### src/rtl/keypad_pkg.sv
// Shared constants and encodings for the 4x4 keypad scanner.
// Used by keypad_scan_debounce and keypad_debounce_fsm.
package keypad_pkg;

  localparam int NUM_COLS = 4;
  localparam int NUM_ROWS = 4;
  localparam logic [3:0] COL_RESET = 4'b1110;

  typedef enum logic [1:0] {
    IDLE,
    PRESS_CONFIRM,
    HELD,
    RELEASE_CONFIRM
  } state_e;

  typedef enum logic [1:0] {
    NONE,
    SINGLE,
    MULTI
  } raw_e;

  function automatic logic [2:0] zero_count(
    input logic [NUM_ROWS-1:0] r
  );
    logic [2:0] n;
    n = 3'd0;
    for (int i = 0; i < NUM_ROWS; i++) begin
      n = n + {2'b00, ~r[i]};
    end
    return n;
  endfunction

endpackage

### src/rtl/keypad_debounce_fsm.sv
// Frame-end debounce FSM with registered press/release/multi pulses.
// Ports: clk, rst_n, frame_end_i, cls_i, code_i -> key_*_o, multi_key_o.
module keypad_debounce_fsm
  import keypad_pkg::*;
#(
  parameter int DEBOUNCE_FRAMES = 4
) (
  input  logic       clk,
  input  logic       rst_n,
  input  logic       frame_end_i,
  input  raw_e       cls_i,
  input  logic [3:0] code_i,
  output logic [3:0] key_code_o,
  output logic       key_valid_o,
  output logic       key_held_o,
  output logic       key_release_o,
  output logic       multi_key_o
);

  localparam int CW = $clog2(DEBOUNCE_FRAMES + 1);
  localparam logic [CW-1:0] CMAX = CW'(DEBOUNCE_FRAMES);

  state_e        state_q;
  logic [CW-1:0] cnt_q;
  logic [CW-1:0] cnt_d;
  logic [3:0]    cand_q;
  logic [3:0]    code_q;
  logic          valid_q;
  logic          held_q;
  logic          rel_q;
  logic          multi_q;

  assign cnt_d = (cnt_q == CMAX) ? CMAX
                                 : cnt_q + CW'(1);

  always_ff @(posedge clk or negedge rst_n) begin
    if (!rst_n) begin
      state_q <= IDLE;
      cnt_q   <= '0;
      cand_q  <= '0;
      code_q  <= '0;
      valid_q <= 1'b0;
      held_q  <= 1'b0;
      rel_q   <= 1'b0;
      multi_q <= 1'b0;
    end else begin
      valid_q <= 1'b0;
      rel_q   <= 1'b0;
      multi_q <= frame_end_i && (cls_i == MULTI);
      if (frame_end_i) begin
        unique case (state_q)
          IDLE: begin
            if (cls_i == SINGLE) begin
              if (DEBOUNCE_FRAMES == 1) begin
                code_q  <= code_i;
                valid_q <= 1'b1;
                held_q  <= 1'b1;
                cnt_q   <= '0;
                state_q <= HELD;
              end else begin
                cand_q  <= code_i;
                cnt_q   <= CW'(1);
                state_q <= PRESS_CONFIRM;
              end
            end
          end
          PRESS_CONFIRM: begin
            if (cls_i == SINGLE && code_i == cand_q) begin
              if (cnt_d == CMAX) begin
                code_q  <= cand_q;
                valid_q <= 1'b1;
                held_q  <= 1'b1;
                cnt_q   <= '0;
                state_q <= HELD;
              end else begin
                cnt_q <= cnt_d;
              end
            end else if (cls_i == SINGLE) begin
              cand_q <= code_i;
              cnt_q  <= CW'(1);
            end else begin
              cnt_q   <= '0;
              state_q <= IDLE;
            end
          end
          HELD: begin
            // A different single key is ignored until release.
            if (cls_i == NONE) begin
              if (DEBOUNCE_FRAMES == 1) begin
                held_q  <= 1'b0;
                rel_q   <= 1'b1;
                cnt_q   <= '0;
                state_q <= IDLE;
              end else begin
                cnt_q   <= CW'(1);
                state_q <= RELEASE_CONFIRM;
              end
            end
          end
          RELEASE_CONFIRM: begin
            if (cls_i == NONE) begin
              if (cnt_d == CMAX) begin
                held_q  <= 1'b0;
                rel_q   <= 1'b1;
                cnt_q   <= '0;
                state_q <= IDLE;
              end else begin
                cnt_q <= cnt_d;
              end
            end else begin
              cnt_q   <= '0;
              state_q <= HELD;
            end
          end
          default: begin
            cnt_q   <= '0;
            state_q <= IDLE;
          end
        endcase
      end
    end
  end

  assign key_code_o    = code_q;
  assign key_valid_o   = valid_q;
  assign key_held_o    = held_q;
  assign key_release_o = rel_q;
  assign multi_key_o   = multi_q;

endmodule

### src/rtl/keypad_scan_debounce.sv
// 4x4 keypad column scanner, row synchronizer and frame classifier.
// Ports: clk, rst_n, row -> col, key_code, key_valid/held/release, multi_key.
module keypad_scan_debounce
  import keypad_pkg::*;
#(
  parameter int SCAN_DIV        = 100000,
  parameter int DEBOUNCE_FRAMES = 4
) (
  input  logic                clk,
  input  logic                rst_n,
  input  logic [NUM_ROWS-1:0] row,
  output logic [NUM_COLS-1:0] col,
  output logic [3:0]          key_code,
  output logic                key_valid,
  output logic                key_held,
  output logic                key_release,
  output logic                multi_key
);

  localparam int DW = $clog2(SCAN_DIV);

  logic [DW-1:0]       div_q;
  logic [DW-1:0]       div_d;
  logic [1:0]          idx_q;
  logic [1:0]          idx_d;
  logic [NUM_ROWS-1:0] sync1_q;
  logic [NUM_ROWS-1:0] sync2_q;
  logic [1:0]          acc_n_q;
  logic [1:0]          acc_n_d;
  logic [3:0]          acc_code_q;
  logic [3:0]          acc_code_d;

  logic       col_end;
  logic       frame_end;
  logic [2:0] zc;
  logic [2:0] sum;
  logic [1:0] rix;
  logic [1:0] mrg_n;
  logic [3:0] mrg_code;
  raw_e       cls;

  assign col_end   = (div_q == DW'(SCAN_DIV - 1));
  assign frame_end = col_end && (idx_q == 2'd3);

  always_comb begin
    rix = 2'd0;
    for (int i = NUM_ROWS - 1; i >= 0; i--) begin
      if (!sync2_q[i]) rix = 2'(i);
    end
  end

  // acc_n counts zeros seen so far this frame,
  // saturating at 2 ("more than one").
  assign zc       = zero_count(sync2_q);
  assign sum      = {1'b0, acc_n_q} + zc;
  assign mrg_n    = (sum >= 3'd2) ? 2'd2 : sum[1:0];
  assign mrg_code = (acc_n_q == 2'd0) ? {idx_q, rix}
                                      : acc_code_q;

  always_comb begin
    cls = NONE;
    unique case (1'b1)
      (mrg_n == 2'd0): cls = NONE;
      (mrg_n == 2'd1): cls = SINGLE;
      default:         cls = MULTI;
    endcase
  end

  always_comb begin
    div_d      = div_q + DW'(1);
    idx_d      = idx_q;
    acc_n_d    = acc_n_q;
    acc_code_d = acc_code_q;
    if (col_end) begin
      div_d      = '0;
      idx_d      = idx_q + 2'd1;
      acc_n_d    = mrg_n;
      acc_code_d = mrg_code;
    end
    if (frame_end) begin
      acc_n_d    = 2'd0;
      acc_code_d = 4'd0;
    end
  end

  always_ff @(posedge clk or negedge rst_n) begin
    if (!rst_n) begin
      div_q      <= '0;
      idx_q      <= 2'd0;
      sync1_q    <= '1;
      sync2_q    <= '1;
      acc_n_q    <= 2'd0;
      acc_code_q <= 4'd0;
    end else begin
      div_q      <= div_d;
      idx_q      <= idx_d;
      sync1_q    <= row;
      sync2_q    <= sync1_q;
      acc_n_q    <= acc_n_d;
      acc_code_q <= acc_code_d;
    end
  end

  assign col = ~(4'b0001 << idx_q);

  keypad_debounce_fsm #(
    .DEBOUNCE_FRAMES(DEBOUNCE_FRAMES)
  ) u_fsm (
    .clk          (clk),
    .rst_n        (rst_n),
    .frame_end_i  (frame_end),
    .cls_i        (cls),
    .code_i       (mrg_code),
    .key_code_o   (key_code),
    .key_valid_o  (key_valid),
    .key_held_o   (key_held),
    .key_release_o(key_release),
    .multi_key_o  (multi_key)
  );

endmodule

### config.mk
export PLATFORM = sky130hd
export DESIGN_NAME = keypad_scan_debounce
export DESIGN_NICKNAME = d
export VERILOG_FILES = /design/src/rtl/keypad_pkg.sv /design/src/rtl/keypad_debounce_fsm.sv /design/src/rtl/keypad_scan_debounce.sv
export SDC_FILE = /design/constraint.sdc
export NUM_CORES = 1
export LEC_CHECK = 0
export CAP_MARGIN = 20
export CELL_PAD_IN_SITES_DETAIL_PLACEMENT = 1
export CELL_PAD_IN_SITES_GLOBAL_PLACEMENT = 2
export CORE_ASPECT_RATIO = 0.9
export CORE_UTILIZATION = 37
export CTS_CLUSTER_DIAMETER = 30
export DETAILED_ROUTE_END_ITERATION = 12
export GPL_TIMING_DRIVEN = 0
export PLACE_DENSITY_LB_ADDON = 0.15
export REMOVE_ABC_BUFFERS = 1
export SLEW_MARGIN = 5
export SYNTH_ARGS = -nofsm -noshare
export SYNTH_HDL_FRONTEND = slang
export SYNTH_HIERARCHICAL = 1
export SYNTH_SLANG_ARGS = --single-unit
### constraint.sdc
create_clock -name clk -period 4.15 [get_ports clk]
set_clock_uncertainty 0.1 [all_clocks]
set_input_delay 1.245 -clock clk [delete_from_list [all_inputs] [get_ports clk]]
set_output_delay 1.245 -clock clk [all_outputs]
set_load 0.01 [all_outputs]
==> out/metrics.csv <==
metric;value;unit
rr_endpoint;u_fsm/key_code_o[2]$_DFFE_PN0P_;
ys_seq_area_share;51.7;%
final_nets;251;
area_delta_synth_final;14.9;%
max_slew_margin;54.4;%
wl_per_cell;14.7;um
fin_crit;3.81;ns
finalHoldViolCount;0;
groute.usage.overall;16.2;%
setup_ws;0.344;ns
initial_utilization;39.0;%
mostFrequentLayoutCells;dfrtp_1, inv_1, clkdlybuf4s50_1;
rsz0062_at_grt;no;
avgViaCountPerCell;5.02;
cts_sinks;50;
final_common_cell;dfrtp_1;
cts_resized;0;
min-delay-start;sync1_q[1]$_DFF_PN1_;
worst-setup-path-type;reg -> reg;
core.rowCount;27;
routabilityCongestion;0.819;
drv_cap;0;
setup_tns;0;ns
synth_edf_count;0;
cts_hold_buf;0;
crit_fanout;6;
syn_inst;212;
overflow;0;
synthFlopType;dfrtp_1;
leakagePower;1.28;nW
end_kind;register;
postSynth.asyncResetShare;100;%
whs_endpoint;sync2_q[1]$_DFF_PN1_;
syn_area;2440;um^2
clkLatencyLatePin;0.30;ns
timing.hold.ws;0.260;ns
synth_cell_types;50;
drc;0;
grt_pass1_vias;1786;
dpl.hpwl;3680;um
die_w;87.6;um
antenna_found_initial;0;
r2r_slack;0.34;ns
critPathLaunchType;register;
layout-drive-gt1-share;14.4;%
synth_top_area_share;43.1;%
fmax;263;MHz
cts_tree;done;
synth_largest_area_cell;dfrtp_1;
worst_pin_slew;0.678;ns
clockRootBuffer;clkbuf_8;
drtAntennaViolNets;0;
drt_wl_total;4740;um
p_total;0.815;mW
status;finished clean;
clock_tree.buffer_depth;2;
dr.pass1.iters;4;
min_path_type;reg -> reg;
die_area;6920;um^2
cp.arrival;3.90;ns
dp_slack;0.349;ns
final-setup-viol-count;0;
holdPathStages;0;
synth_area_leaders;dfrtp_1, dfstp_2, xor2_1;
report.final.slew_viol_count;0;
crit_required;4.24;ns
r2r_start;acc_n_q[0]$_DFFE_PN0P_;
crit_start;acc_n_q[0]$_DFFE_PN0P_;
n_antenna_cell;0;
p_per_area;291;nW/um^2
final.period_utilization;91.7;%
cts-buffers-inserted;5;
peakVddDrop;239;uV
boundaryPins;18;
io_buffers;17;
cts_setup_buffers;0;
clk_pin_slew_worst_paths;0.09;ns
vias;1621;
synth-seq-cells;50;
coreArea;6250;um^2
utilization;44.8;%
drt_iter0_markers;61;
r2r_cells;11;
fp.dieH;79.0;um
h-tree-depth;2;
grt_max_degree;36;
synth.avg_cell_area;11.5;um^2
synth_warnings;6;
grt_pass1_wl;8670;um
critical path, cell delays in order, from the launching register on:
cell and delay (ns):
dfrtp_1 0.39, inv_1 0.08, fa_1 0.50, inv_1 0.05, fa_1 0.39, fa_1 0.45
nor2_1 0.21, and2_1 0.24, or3b_4 0.42, nor2_2 0.14, and4bb_1 0.40, mux2_4 0.33
stage by stage:
stage               std cells  cell area (um^2)
finish                    323              2800
global route              323              2800
CTS                       323              2800
detailed placement        315              2720
global placement          313              2690
floorplan                 209              2410
cells in the mapped netlist (all sizes together) (2+ instances only):
| cell type | number |
|---|---|
| and2 | 3 |
| nor2 | 16 |
| nor4 | 4 |
| dfrtp | 42 |
| o21ai | 10 |
| a21oi | 7 |
| mux2 | 10 |
| ha | 7 |
| or3 | 3 |
| or4 | 3 |
| xnor2 | 7 |
| mux2i | 2 |
| nor2b | 2 |
| and3 | 3 |
| o2bb2ai | 2 |
| buf | 3 |
| dfstp | 8 |
| inv | 20 |
| xor2 | 12 |
| nand3 | 9 |
| nor3 | 5 |
| nand4 | 6 |
| nand2 | 6 |
| or3b | 2 |
| fa | 3 |
worst max-delay path by stage:
stage	to	slack, ns	cells after the start
after floorplan	u_fsm/key_code_o[0]$_DFFE_PN0P_	0.67	11
after CTS	u_fsm/key_code_o[2]$_DFFE_PN0P_	0.31	11
after global routing	u_fsm/key_code_o[2]$_DFFE_PN0P_	0.12	11
after detailed placement	u_fsm/key_code_o[2]$_DFFE_PN0P_	0.35	11
final	u_fsm/key_code_o[2]$_DFFE_PN0P_	0.34	11
after global placement	div_q[4]$_DFF_PN0_	0.31	1
cell type report:
class	instances	area [um^2]
fill	682	3450
sequential	50	1260
multi-input combinational	139	1080
timing repair buffer	19	196
tap	87	109
inverter	20	75.1
clock buffer	5	68.8
clock inverter	3	16.3
metal layers:
| metal | vias up | track usage (%) | share of wire (%) |
|---|---|---|---|
| met4 | 0 | 4.26 | 0.72 |
| li1 | 775 | - | - |
| met3 | 5 | 3.33 | 2.5 |
| met5 | - | 0 | 0 |
| met2 | 22 | 26.7 | 49 |
| met1 | 819 | 21.6 | 48 |
flip-flops by register name (all words and copies together), names as in the netlist:
signal,cells
acc_code_q,4
acc_n_q,2
div_q,17
idx_q,2
sync1_q,4
sync2_q,4
u_fsm/cand_q,4
u_fsm/cnt_q,3
u_fsm/key_code_o,4
u_fsm/key_held_o,1
u_fsm/key_release_o,1
u_fsm/key_valid_o,1
u_fsm/multi_key_o,1
u_fsm/state_q,2
kinds of logic (layout without fill, tap and decap cells):
family	count (synthesis)	in the layout	synth area share [%]
mux	12	12	6.05
buf+inv	23	47	4.20
flops	50	50	51.7
fa+ha+maj	10	10	6.05
compound gates	29	29	7.74
simple gates	69	69	17.4
xor+xnor	19	19	6.82
power breakdown:
part	switching, mW	internal, mW	leakage (nW)
clock	0.158	0.116	0.0416
sequential	0.00224	0.494	0.657
combinational	0.0267	0.0178	0.583
No activity file was read; power rests on OpenSTA's default activity.
